$ cat config.mk
export PLATFORM = sky130hd
export DESIGN_NAME = clk_div_switch_ctrl
export DESIGN_NICKNAME = d
export VERILOG_FILES = /design/src/rtl/clk_div_switch_ctrl.sv
export SDC_FILE = /design/constraint.sdc
export NUM_CORES = 1
export LEC_CHECK = 0
export ABC_AREA = 0
export CAP_MARGIN = 10
export CORE_MARGIN = 3
export CORE_UTILIZATION = 30
export CTS_CLUSTER_SIZE = 30
export DETAILED_ROUTE_END_ITERATION = 16
export GPL_TIMING_DRIVEN = 0
export SETUP_SLACK_MARGIN = 0.05
export SLEW_MARGIN = 25
export SYNTH_ARGS = -nofsm -noshare
export SYNTH_HDL_FRONTEND = slang
export SYNTH_SLANG_ARGS = --single-unit
$ cat constraint.sdc
create_clock -name clk_in -period 3.7 [get_ports clk_in]
set_clock_uncertainty 0.15 [all_clocks]
set_input_delay 0.37 -clock clk_in [delete_from_list [all_inputs] [get_ports clk_in]]
set_output_delay 0.37 -clock clk_in [all_outputs]
set_load 0.01 [all_outputs]
$ cat src/rtl/clk_div_switch_ctrl.sv
// Glitch-free divide-factor switch controller: drains the divider to a low phase,
// gates the downstream clock, reloads the factor, lets it settle, then ungates.
module clk_div_switch_ctrl #(
    parameter int unsigned MAX_DIV_FAC = 8,
    parameter int unsigned INIT_DIV    = 2,
    parameter int unsigned SETTLE_CYC  = 4,
    localparam int unsigned W          = $clog2(MAX_DIV_FAC + 1)
) (
    input  logic         clk_in,
    input  logic         rst,
    input  logic         req_valid,
    input  logic [W-1:0] req_div,
    output logic         req_ready,
    input  logic         div_clk,
    output logic [W-1:0] div_sel,
    output logic         div_rst_n,
    output logic         gate_en,
    output logic         busy,
    output logic         done,
    output logic         err
);

    localparam int unsigned DW = $clog2(2 * MAX_DIV_FAC);
    localparam int unsigned SW = (SETTLE_CYC > 1) ? $clog2(SETTLE_CYC) : 1;

    typedef enum logic [2:0] {
        ST_INIT,
        ST_IDLE,
        ST_DRAIN,
        ST_GATE,
        ST_LOAD,
        ST_SETTLE,
        ST_UNGATE
    } state_t;

    state_t        state, state_nxt;
    logic [W-1:0]  pend, pend_nxt, div_sel_nxt;
    logic [DW-1:0] drain_cnt, drain_cnt_nxt;
    logic [SW-1:0] settle_cnt, settle_cnt_nxt;
    logic          div_clk_q, div_clk_q_nxt;
    logic          init_seq, init_seq_nxt;
    logic          req_ready_nxt, busy_nxt, div_rst_n_nxt, gate_en_nxt;
    logic          done_nxt, err_nxt;

    logic accept, illegal, same, div_fall;
    assign accept   = req_valid && req_ready;
    assign illegal  = req_div > W'(MAX_DIV_FAC);
    assign same     = req_div == div_sel;
    assign div_fall = div_clk_q && !div_clk;

    // State and every output/datapath register
    always_ff @(posedge clk_in or posedge rst) begin
        if (rst) begin
            state      <= ST_INIT;
            pend       <= '0;
            drain_cnt  <= '0;
            settle_cnt <= '0;
            div_clk_q  <= 1'b0;
            init_seq   <= 1'b1;
            div_sel    <= W'(INIT_DIV);
            div_rst_n  <= 1'b0;
            gate_en    <= 1'b0;
            req_ready  <= 1'b0;
            busy       <= 1'b1;
            done       <= 1'b0;
            err        <= 1'b0;
        end else begin
            state      <= state_nxt;
            pend       <= pend_nxt;
            drain_cnt  <= drain_cnt_nxt;
            settle_cnt <= settle_cnt_nxt;
            div_clk_q  <= div_clk_q_nxt;
            init_seq   <= init_seq_nxt;
            div_sel    <= div_sel_nxt;
            div_rst_n  <= div_rst_n_nxt;
            gate_en    <= gate_en_nxt;
            req_ready  <= req_ready_nxt;
            busy       <= busy_nxt;
            done       <= done_nxt;
            err        <= err_nxt;
        end
    end

    // Next-state logic
    always_comb begin
        state_nxt = state;
        case (state)
            ST_INIT:   state_nxt = ST_SETTLE;
            ST_IDLE: begin
                if (accept && !illegal && !same)
                    state_nxt = (div_sel >= W'(2)) ? ST_DRAIN : ST_GATE;
            end
            ST_DRAIN: begin
                if (div_fall || drain_cnt == DW'(2 * MAX_DIV_FAC - 1))
                    state_nxt = ST_GATE;
            end
            ST_GATE:   state_nxt = ST_LOAD;
            ST_LOAD:   state_nxt = ST_SETTLE;
            ST_SETTLE: begin
                if (settle_cnt == SW'(SETTLE_CYC - 1))
                    state_nxt = ST_UNGATE;
            end
            ST_UNGATE: state_nxt = ST_IDLE;
            default:   state_nxt = ST_INIT;
        endcase
    end

    // Output values for the coming cycle, decoded from the next state
    always_comb begin
        pend_nxt       = pend;
        div_sel_nxt    = div_sel;
        gate_en_nxt    = gate_en;
        req_ready_nxt  = (state_nxt == ST_IDLE);
        busy_nxt       = (state_nxt != ST_IDLE);
        div_rst_n_nxt  = (state_nxt != ST_LOAD);
        err_nxt        = accept && illegal;
        done_nxt       = (state == ST_UNGATE && !init_seq) || (accept && !illegal && same);
        init_seq_nxt   = init_seq && (state != ST_UNGATE);
        div_clk_q_nxt  = (state == ST_DRAIN) ? div_clk : 1'b0;
        drain_cnt_nxt  = (state == ST_DRAIN && state_nxt == ST_DRAIN) ? drain_cnt + DW'(1) : '0;
        settle_cnt_nxt = (state == ST_SETTLE && state_nxt == ST_SETTLE) ? settle_cnt + SW'(1) : '0;

        if (accept && !illegal && !same) pend_nxt = req_div;
        if (state_nxt == ST_LOAD)        div_sel_nxt = pend;
        if (state_nxt == ST_GATE)        gate_en_nxt = 1'b0;
        if (state_nxt == ST_UNGATE)      gate_en_nxt = (div_sel != '0);
    end

endmodule

; Yosys cells after proc, flatten, opt, wreduce, memory -nomap -nowiden
; Index checks and enable logic that the tools add are counted.
[totals]
regBits = 25
latchBits = 0
ramBits = 0
romBits = 0
inputBits = 8
output_inout_bits = 10
wordCells = 65
n_memories = 0
[classes]
add_sub_neg = 2
mul = 0
n_div = 0
magnitude_cmp = 2
eq_ne = 18
n_shift = 0
n_mux = 10
n_bitwise = 0
n_reduce_logical = 20
[ops]
columns = op, count
row1 = "3-bit == test, second input constant", 6
row2 = 3-bit one-hot mux with 6 select lines, 1
row3 = "3-bit by 2-bit == test with 1-bit output, second input constant", 4
row4 = 1-bit logical AND, 10
row5 = 3-bit two-way mux, 3
row6 = "3-bit by 1-bit == test with 1-bit output, second input constant", 2
row7 = "3-bit inequality test, second input constant", 2
row8 = "4-bit by 1-bit adder with 4-bit output, second input constant", 1
row9 = 4-bit == test, 1
row10 = "4-bit == test, second input constant", 1
row11 = "4-bit by 2-bit >= comparator with 1-bit output, second input constant", 1
row12 = "4-bit > comparator, second input constant", 1
row13 = 1-bit zero test, 4
row14 = 1-bit two-way mux, 4
row15 = 4-bit two-way mux, 1
row16 = 4-bit nonzero test, 1
row17 = 3-bit zero test, 1
row18 = "3-bit by 1-bit inequality test with 1-bit output, second input constant", 1
row19 = "2-bit by 1-bit adder with 2-bit output, second input constant", 1
row20 = "2-bit == test, second input constant", 1
row21 = 1-bit logical OR, 2
row22 = 2-bit two-way mux, 1
row23 = 2-bit nonzero test, 1
row24 = 2-bit OR reduction, 1

; Depth between registers and ports, before layout
[logic_depth]
depth_word = 9
ltp_mapped = 5
mapped_depth_nobuf = 5

; Worst setup path before layout
; Ideal clock, no wire load.
[synth_timing]
kind = register -> register
start = reg div_sel[1]
end = reg pend[0]
setup_ns = 0.127
t_arrival_ns = 1.298
required_time_ns = 3.423
slack_ns = 2.124
path_stages_with_launch = 5
path_buffers = 0
period_less_slack_ns = 1.576
path_cell_list = dfstp_2 -> xnor2_1 -> nand4_2 -> nand2_4 -> mux2_1
[synth_via]
elab_chain_cells = 3
[synth_lines]
columns = item, line_no
row1 = start: declaration, 15  ; output logic [W-1:0] div_sel,
row2 = start signal: assignment, 60  ; div_sel <= W'(INIT_DIV);
row3 = start signal: assignment, 74  ; div_sel <= div_sel_nxt;
row4 = 4-bit == test, 48  ; assign same = req_div == div_sel;
row5 = 1-bit zero test, 123  ; if (accept && !illegal && !same) pend_nxt = req_div;
row6 = 1-bit logical AND, 123
row7 = end signal: assignment, 69  ; pend <= pend_nxt;
row8 = end: declaration, 37  ; logic [W-1:0] pend, pend_nxt, div_sel_nxt;
; Every way passes these cells.
; A chain may end at the register's enable or synchronous reset.

; Worst setup path after layout
[layout_timing]
start = reg div_sel[1]
end = out div_sel[1]
; No word-level cell between the ends.

==> metrics.cfg <==
[outcome]
outcome = complete, no violations

[placed_design]
place_inst = 159
hpwl_mm = 1.62
gp_congestion = 0.768
portBuffers = 17
place_area_mm2 = 0.00138

[timing]
slew_violations = 0
tightest_slew_ps = 920
fmax_ghz = 0.529
max_slew_margin_pct = 38.6
fin_crit_sh_pct = 51.1
finalSetupViolCount = 0
setup-tns-final_ps = 0
hold_viol = 0
rsz0062_at_grt = no
period_needed_ps = 1890

[critical_path]
crit_buf_inv = 1
cp_top_family = flip-flops
critPathCaptureType = primary output
cpPeakStageDelay_ps = 570
path_max_fanout = 4
crit_chain = clkdlybuf4s50_1
critPathSlowestCell = dfstp_2
cp-start-kind = flip-flop
cp.required_ps = 3180
worstPathArrival_ps = 1370
worst-setup-path-type = flip-flop to primary output

[grt]
grt_pass1_wl_mm = 3.79
grt_overflow_total = 0
grt_use_total_pct = 10.9
antenna_found_initial = 0
grt_max_degree = 26
grt_pass1_vias = 845

[clock_tree]
cts_setup_buffers = 0
cts-buffers-inserted = 3
cts_resized = 0
cts.sinks = 25
cts_max_level = 1
clkSlewWorstSetupHoldPaths_ps = 80
hold_buffers = 0
worstSkewPairLatency_ps = 260
cts_tree = done
ctsRootBufferMaster = clkbuf_8
clockBufferDepth = 2

[logic_synthesis]
synthTopCellsByArea = dfrtp_1 (48%), dfstp_2 (6.9%), mux2_1 (3.9%)
synthCells = 96
yosysWarnings = 0
synthDistinctLibCells = 37
synth_top_area_share_pct = 47.9
syn_area_mm2 = 0.00115
yosysTopAreaCell = dfrtp_1
synth_seq_cells = 25
synth_ff_type = dfrtp_1
synth_enable_flop_cells = 0
ys_seq_area_share_pct = 54.7
synth_area_per_cell_um2 = 12.0
syn_nets = 106
async_reset_ff_share_pct = 100

[die]
die-area_mm2 = 0.00461
start_util_pct = 32.7
die_w_um = 67.9
ios = 18
die_y_um = 67.9
core.rowCount = 21
core_area_mm2 = 0.00352

[finish]
final_cell_mix = dfrtp_1 (22), clkdlybuf4s50_1 (17), xnor2_1 (5), o21ai_0 (5), nor2_1 (5)
syn_to_final_growth_pct = 23.7
fin_nets = 128
fin_cells = 163
nFillCells = 355
finish.utilization_pct = 40.4
layout-drive-gt1-share_pct = 13.7
diodes = 0
final_common_cell = dfrtp_1
final_cell_area_mm2 = 0.00142

[drt]
wire_per_inst_um = 12.9
drc = 0
antenna_left = 0
drt_wl_total_mm = 2.11
dr.pass1.iters = 4
route.vias.total = 783
drt_iter0_drc = 7
viasPerCell = 4.80

[worst_hold_path]
holdCritPathClass = flip-flop to flip-flop

[pwr]
finalPower_w = 0.000935
p_leak_nw = 0.591
power_density_mw_per_mm2 = 657
vdd_drop_max_v = 0.000343

[job]
drv_cap = 0

registers in the layout, indices dropped and copies added, names as in the netlist:
signal and cells:
pend 4, div_clk_q 1, busy 1, init_seq 1
err 1, req_ready 1, drain_cnt 4, div_sel 4
settle_cnt 2, gate_en 1, div_rst_n 1, done 1
state 3
where the power goes:
part / total [W] / switching, W / internal (W)
clock network: 0.000155 / 0.0000780 / 0.0000768
logic: 0.000349 / 0.000157 / 0.000192
registers: 0.000432 / 0.0000690 / 0.000363
logic make-up (layout without fill, tap and decap cells):
kind of cell / Yosys count / after routing / share of synthesized area (%)
adder cells (fa/ha/maj): 2 / 2 / 2.18
flip-flops: 25 / 25 / 54.7
XOR/XNOR: 7 / 7 / 5.33
AND/OR/NAND/NOR: 35 / 35 / 19.3
multiplexers: 8 / 8 / 7.83
buffers and inverters: 4 / 25 / 1.41
AO/OA/AOI/OAI: 15 / 15 / 9.25
per-layer routing:
metal | vias to the layer above | share of wire [%] | global-route usage, %
li1 | 380 | - | -
met1 | 393 | 46 | 13.5
met3 | 2 | 3.0 | 3.45
met4 | 0 | 0.38 | 2.23
met5 | - | 0 | 0
met2 | 8 | 50 | 18.7
worst paths after layout:
| path | start | to | slack (ps) | depth (start not counted) |
|---|---|---|---|---|
| min in group asynchronous | rst | gate_en$_DFFE_PP0P_ | 450 | 2 |
| min | settle_cnt[0]$_DFF_PP0_ | settle_cnt[0]$_DFF_PP0_ | 300 | 1 |
| max | div_sel[1]$_DFFE_PP1N_ | div_sel[1] | 1810 | 1 |
| max reg2reg | div_sel[1]$_DFFE_PP1N_ | pend[1]$_DFFE_PP0P_ | 2040 | 4 |
| max in group asynchronous | rst | drain_cnt[1]$_DFF_PP0_ | 2380 | 2 |
| min reg2reg | settle_cnt[0]$_DFF_PP0_ | settle_cnt[0]$_DFF_PP0_ | 300 | 1 |
cell usage after synthesis, types with 2 or more instances:
master	n
nor2_1	5
nand2b_1	3
and3_1	2
nor3_1	2
nor2b_1	3
and2_1	2
dfrtp_1	22
o21ai_0	5
mux2_2	4
mux2_1	4
nand3_1	3
dfstp_2	3
nand2_1	4
inv_1	2
a21oi_1	4
xnor2_1	5
xor2_1	2
ha_1	2
layout make-up:
class                   instances  area (um2)  share of cell area, %
plain buffers                   2        8.76                  0.616
clock buffers                   4        45.0                   3.17
inverters                       2        7.51                  0.528
multi-input cells              67         504                   35.4
flip-flops and latches         25         629                   44.2
well taps                      46        57.6                   4.05
repair buffers                 17         170                   12.0
stage by stage:
stage / hold WS (ps) / worst slack (ps)
floorplan: 245 / 2120
global placement: 280 / 1580
detailed placement: 286 / 1580
CTS: 301 / 1790
global route: 322 / 1750
finish: 301 / 1810
(Power assumes the default switching activity.)
